$ cat src/rtl/param_bus_datapath.sv
// Single-bus register-file datapath with a three-step sequencer (Rb->Y, ALU->Z, Z->Ra or HI/LO).
// Define PARAM_BUS_DATAPATH_MULDIV_EN to build the signed multiply (op 11) and divide (op 12).
module param_bus_datapath #(
    parameter int unsigned DATA_W   = 32,
    parameter int unsigned NUM_REGS = 16,
    localparam int unsigned ADDR_W  = $clog2(NUM_REGS)
) (
    input  logic              clk,
    input  logic              clr,
    input  logic              start,
    input  logic [3:0]        op,
    input  logic [ADDR_W-1:0] ra,
    input  logic [ADDR_W-1:0] rb,
    input  logic [ADDR_W-1:0] rc,
    input  logic              ext_we,
    input  logic [ADDR_W-1:0] ext_addr,
    input  logic [DATA_W-1:0] ext_data,
    input  logic [ADDR_W-1:0] rd_addr,
    output logic [DATA_W-1:0] rd_data,
    output logic [DATA_W-1:0] hi,
    output logic [DATA_W-1:0] lo,
    output logic              busy,
    output logic              done,
    output logic              zero,
    output logic              bad_op
);

    localparam int unsigned SH_W = $clog2(DATA_W);

    localparam logic [3:0] OP_ADD  = 4'd0;
    localparam logic [3:0] OP_SUB  = 4'd1;
    localparam logic [3:0] OP_AND  = 4'd2;
    localparam logic [3:0] OP_OR   = 4'd3;
    localparam logic [3:0] OP_SHR  = 4'd4;
    localparam logic [3:0] OP_SHRA = 4'd5;
    localparam logic [3:0] OP_SHL  = 4'd6;
    localparam logic [3:0] OP_ROR  = 4'd7;
    localparam logic [3:0] OP_ROL  = 4'd8;
    localparam logic [3:0] OP_NEG  = 4'd9;
    localparam logic [3:0] OP_NOT  = 4'd10;
    localparam logic [3:0] OP_MUL  = 4'd11;
    localparam logic [3:0] OP_DIV  = 4'd12;

    typedef enum logic [1:0] {
        S_IDLE = 2'd0,
        S_Y    = 2'd1,
        S_Z    = 2'd2,
        S_WB   = 2'd3
    } state_t;

    state_t              r_state;
    logic [DATA_W-1:0]   r_regs [NUM_REGS];
    logic [DATA_W-1:0]   r_y;
    logic [2*DATA_W-1:0] r_z;
    logic [DATA_W-1:0]   r_hi;
    logic [DATA_W-1:0]   r_lo;
    logic [3:0]          r_op;
    logic [ADDR_W-1:0]   r_ra;
    logic [ADDR_W-1:0]   r_rb;
    logic [ADDR_W-1:0]   r_rc;
    logic                r_busy;
    logic                r_done;
    logic                r_zero;
    logic                r_bad;

    logic [DATA_W-1:0]   w_bus;
    logic [SH_W-1:0]     w_sh;
    logic [2*DATA_W-1:0] w_dbl;
    logic [DATA_W-1:0]   w_ror;
    logic [DATA_W-1:0]   w_rol;
    logic [DATA_W-1:0]   w_res_lo;
    logic [DATA_W-1:0]   w_res_hi;
    logic [2*DATA_W-1:0] w_alu;
    logic                w_bad;

    // The single shared bus carries Rb in T_Y and Rc otherwise (only consumed in T_Z)
    assign w_bus = (r_state == S_Y) ? r_regs[r_rb] : r_regs[r_rc];
    assign w_sh  = w_bus[SH_W-1:0];
    assign w_dbl = {r_y, r_y};
    assign w_ror = DATA_W'(w_dbl >> w_sh);
    assign w_rol = DATA_W'((w_dbl << w_sh) >> DATA_W);

`ifdef PARAM_BUS_DATAPATH_MULDIV_EN
    logic [2*DATA_W-1:0] w_prod;
    logic [DATA_W-1:0]   w_divisor;
    logic [DATA_W-1:0]   w_quot;
    logic [DATA_W-1:0]   w_rem;

    assign w_prod    = $signed({{DATA_W{r_y[DATA_W-1]}}, r_y}) *
                       $signed({{DATA_W{w_bus[DATA_W-1]}}, w_bus});
    // Divisor forced non-zero so the divider never sees 0; the b==0 result is muxed in below
    assign w_divisor = (w_bus == '0) ? DATA_W'(1) : w_bus;
    assign w_quot    = $signed(r_y) / $signed(w_divisor);
    assign w_rem     = $signed(r_y) % $signed(w_divisor);
`endif

    always_comb begin
        w_res_lo = '0;
        w_res_hi = '0;
        w_bad    = 1'b0;
        case (r_op)
            OP_ADD:  w_res_lo = r_y + w_bus;
            OP_SUB:  w_res_lo = r_y - w_bus;
            OP_AND:  w_res_lo = r_y & w_bus;
            OP_OR:   w_res_lo = r_y | w_bus;
            OP_SHR:  w_res_lo = r_y >> w_sh;
            OP_SHRA: w_res_lo = DATA_W'($signed(r_y) >>> w_sh);
            OP_SHL:  w_res_lo = r_y << w_sh;
            OP_ROR:  w_res_lo = w_ror;
            OP_ROL:  w_res_lo = w_rol;
            OP_NEG:  w_res_lo = -w_bus;
            OP_NOT:  w_res_lo = ~w_bus;
`ifdef PARAM_BUS_DATAPATH_MULDIV_EN
            OP_MUL:  {w_res_hi, w_res_lo} = w_prod;
            OP_DIV: begin
                if (w_bus == '0) begin
                    w_res_lo = '1;
                    w_res_hi = r_y;
                end else begin
                    w_res_lo = w_quot;
                    w_res_hi = w_rem;
                end
            end
`endif
            default: w_bad = 1'b1;
        endcase
    end

    assign w_alu = {w_res_hi, w_res_lo};

    // Sequencer, register file and result registers
    always_ff @(posedge clk or posedge clr) begin
        if (clr) begin
            r_state <= S_IDLE;
            for (int i = 0; i < NUM_REGS; i++) begin
                r_regs[i] <= '0;
            end
            r_y    <= '0;
            r_z    <= '0;
            r_hi   <= '0;
            r_lo   <= '0;
            r_op   <= '0;
            r_ra   <= '0;
            r_rb   <= '0;
            r_rc   <= '0;
            r_busy <= 1'b0;
            r_done <= 1'b0;
            r_zero <= 1'b0;
            r_bad  <= 1'b0;
        end else begin
            r_done <= 1'b0;
            case (r_state)
                S_IDLE: begin
                    if (ext_we) begin
                        r_regs[ext_addr] <= ext_data;
                    end
                    if (start) begin
                        r_op    <= op;
                        r_ra    <= ra;
                        r_rb    <= rb;
                        r_rc    <= rc;
                        r_busy  <= 1'b1;
                        r_state <= S_Y;
                    end
                end
                S_Y: begin
                    r_y     <= w_bus;
                    r_state <= S_Z;
                end
                S_Z: begin
                    r_z     <= w_alu;
                    r_zero  <= (w_res_lo == '0);
                    r_bad   <= w_bad;
                    r_state <= S_WB;
                end
                S_WB: begin
                    if (!r_bad) begin
                        if (r_op == OP_MUL || r_op == OP_DIV) begin
                            r_hi <= r_z[2*DATA_W-1:DATA_W];
                            r_lo <= r_z[DATA_W-1:0];
                        end else begin
                            r_regs[r_ra] <= r_z[DATA_W-1:0];
                        end
                    end
                    r_busy  <= 1'b0;
                    r_done  <= 1'b1;
                    r_state <= S_IDLE;
                end
                default: r_state <= S_IDLE;
            endcase
        end
    end

    assign rd_data = r_regs[rd_addr];
    assign hi      = r_hi;
    assign lo      = r_lo;
    assign busy    = r_busy;
    assign done    = r_done;
    assign zero    = r_zero;
    assign bad_op  = r_bad;

endmodule

$ cat config.mk
export PLATFORM = sky130hd
export DESIGN_NAME = param_bus_datapath
export DESIGN_NICKNAME = d
export VERILOG_FILES = /design/src/rtl/param_bus_datapath.sv
export SDC_FILE = /design/constraint.sdc
export NUM_CORES = 2
export LEC_CHECK = 0
export BUFFER_PORTS_ARGS = -buffer_cell sky130_fd_sc_hd__buf_4
export CORE_MARGIN = 2
export CORE_UTILIZATION = 40
export CTS_CLUSTER_DIAMETER = 40
export DETAILED_ROUTE_END_ITERATION = 12
export PLACE_DENSITY_LB_ADDON = 0.1
export SYNTH_ARGS = -nofsm -noshare
export SYNTH_HDL_FRONTEND = slang
export SYNTH_SLANG_ARGS = --single-unit
$ cat constraint.sdc
create_clock -name clk -period 19.61 [get_ports clk]
set_clock_uncertainty 0.15 [all_clocks]
set_input_delay 2.9415 -clock clk [delete_from_list [all_inputs] [get_ports clk]]
set_output_delay 2.9415 -clock clk [all_outputs]
set_load 0.005 [all_outputs]
==> reports/metrics.cfg <==
[floorplan]
initial_core_util_pct=40.4
top_level_ports=160
row_count=128
die_w_um=355
height_of_the_chip_um=355
floorplan.core_area_um2=122000
dieArea_um2=126000

[clock_network]
cts_resized=0
clock_sinks=630
cts.path.max_buffers=3
clk_transition_reported_paths_ns=0.05
root_buffer=clkbuf_16
cts_h_tree_depth=4
holdBufCountCts=0
cts_buffers=136
cts_setup_buffers=0
clk_lat_worst_skew_ns=0.79
cts_tree=yes

[critical_path]
critPathMaxStageDelay_ns=0.96
crit_path_cell_trace=buf_4, buf_4, mux4_2, mux4_2, a21boi_0, inv_1, ha_1, or3_1, o21ai_0, a211oi_1, o21a_1, o41ai_1, buf_4, o21bai_1, o41ai_1, xor2_1, o22ai_1, nor3_1, nand3_1, or3_1, o32ai_2
end_kind=register
path_max_fanout=45
timing.critical_path.from_type=register
cp.required_ns=20.13
crit_type=register to register
critPathBufInv=4
timing.critical_path.mode_cell=buf_4
cp_slowest_cell=o41ai_1
cpLargestDelayFamily=compound AO/OA/AOI/OAI gates
cp_data_arrival_time_ns=9.96

[cells_and_area]
drive_gt1_share_pct=22.4
design.final.nets=5077
layout.filler_cells=11600
finish.cell_count_without_fillers=6649
flow.area_growth_from_synthesis_pct=14.1
mostFrequentLayoutCells=732 x nand2_1, 704 x o21ai_0, 623 x dfrtp_1, 480 x o22a_1, 458 x mux4_2
final_common_cell=nand2_1

[placed_design]
dp.final_hpwl_mm=154
gpl.final_weighted_congestion=1.06
placedCellCount=6402
placement.io_buffers=127

[logic_synthesis]
netlist_instances=5027
synthesis.area_per_instance_um2=9.83
synth_warnings=0
ys_seq_area_share_pct=31.9
ys_ff_latch=630
synth_cell_types=94
synth_top_flop_cell=dfrtp_1
synth_async_sr_flop_share_pct=100
yosys_top_cell_area_share_pct=31.9
synth.area.top_cells=dfrtp_1 32%, mux4_2 21%, o22a_1 8.5%
synth_enable_flop_cells=0
post_synth_instance_area_um2=49400
synth.largest_area_cell=dfrtp_1

[power_and_ir_drop]
total_power_mw=9.85
power-per-cell-area_nw_per_um2=175
max-vdd-ir-drop_v=0.000153
power.static_leakage_nw=21.9

[grt]
number_of_global_route_vias_before_repair=45000
grt_pass1_wl_mm=355
grt.overflow.total=0
total_routing_usage_gr_pct=39.5
largest_net_degree_at_the_start_of_global_routing=149
initial_antenna_violation_count=8

[timing]
hold_slack_ns=0.355
report.final.slew_viol_count=0
hold_viol=0
timing.max_slew.rel_slack_pct=5.22
max_freq_mhz=106
timing_worst_slew_pin_value_ns=1.42
setup-tns-final_ns=0
fin_crit_sh_pct=48.1
layout_min_cycle_time_ns=9.44
setup_viol=0
setup_repair_after_global_routing_missed_its_margin=no

[route]
detail_route.wl_per_cell_um=37.8
route.antenna.remaining_nets=0
route.final.wire_length_mm=252
dr_total_vias=46700
drcViolationCount=0
drt_first_iter_violations=5728
post_drt_via_cell_ratio=7.02
drtPass1Iterations=6

[job]
maxcap_violations=0

[hold_path]
hold_path_class=register to register

[status]
run_status=finished, final reports clean

-- state kept, by name, indices dropped and copies added (netlist names) --
name     cells
busy         1
bad_op       1
r_op         4
r_ra         4
r_regs     512
r_rc         4
lo          32
r_state      2
r_z         32
r_y         32
zero         1
done         1
r_rb         4
-- per-layer routing --
metal	wire length (um)	up-vias	GRT usage (%)
met5	55	-	0
met1	97800	23900	51.3
met3	26600	732	11.4
met4	16300	8	22.1
met2	111000	2970	59.3
li1	-	19100	-
-- Yosys cell counts, drive strengths merged, types with 82 or more instances --
| cell | count |
|---|---|
| ha | 100 |
| nand2 | 764 |
| buf | 154 |
| a21oi | 123 |
| mux4 | 461 |
| clkbuf | 381 |
| dfrtp | 630 |
| nor2 | 197 |
| nand3 | 107 |
| o21ai | 721 |
| inv | 82 |
| o22a | 480 |
-- layout make-up --
class / count / area (um2) / share of cell area (%)
Antenna cell: 5 / 12.5 / 0.0222
Clock buffer: 164 / 3680 / 6.53
Clock inverter: 78 / 1180 / 2.10
Inverter: 83 / 320 / 0.568
Multi-Input combinational cell: 3810 / 31400 / 55.7
Sequential cell: 630 / 15800 / 28.0
Tap cell: 1625 / 2030 / 3.61
Timing Repair Buffer: 254 / 1940 / 3.45
-- logic make-up after synthesis --
kind of cell / after synthesis / synth area share [%]
simple gates: 1253 / 10.8
buf+inv: 618 / 5.44
fa+ha+maj: 102 / 2.61
mux: 597 / 24.0
xor+xnor: 41 / 0.727
compound gates: 1785 / 24.5
other cells: 1 / 0.00759
flops: 630 / 31.9
-- worst paths after layout --
kind | startpoint | end | slack [ns] | cells after the start
max | r_rc[0] | zero | 10.17 | 21
min | lo[7] | lo[7] | 0.35 | 1
max reg2reg | r_rc[0] | zero | 10.17 | 21
min reg2reg | lo[7] | lo[7] | 0.35 | 1
max in group asynchronous | clr | r_z[11] | 13.83 | 6
min in group asynchronous | clr | r_regs[37] | 2.29 | 3
-- power breakdown --
group / switching (mW) / leakage, nW / total, mW / internal (mW)
sequential: 0.483 / 8.60 / 2.04 / 1.56
combinational: 3.56 / 10.9 / 5.34 / 1.78
clock: 0.856 / 2.35 / 2.47 / 1.61
total: 4.90 / 21.9 / 9.85 / 4.95
-- stage by stage --
step | utilization [%] | setup slack, ns | instance area, um2
4_1_cts | 46.1 | 10.28 | 56400
2_1_floorplan | - | 7.92 | 49500
3_3_place_gp | 42.1 | 10.32 | 51500
3_5_place_dp | 42.1 | 10.31 | 51500
6_report | 46.1 | 10.17 | 56400
5_1_grt | 46.1 | 9.78 | 56400
Power figures use the tool's default switching activity.
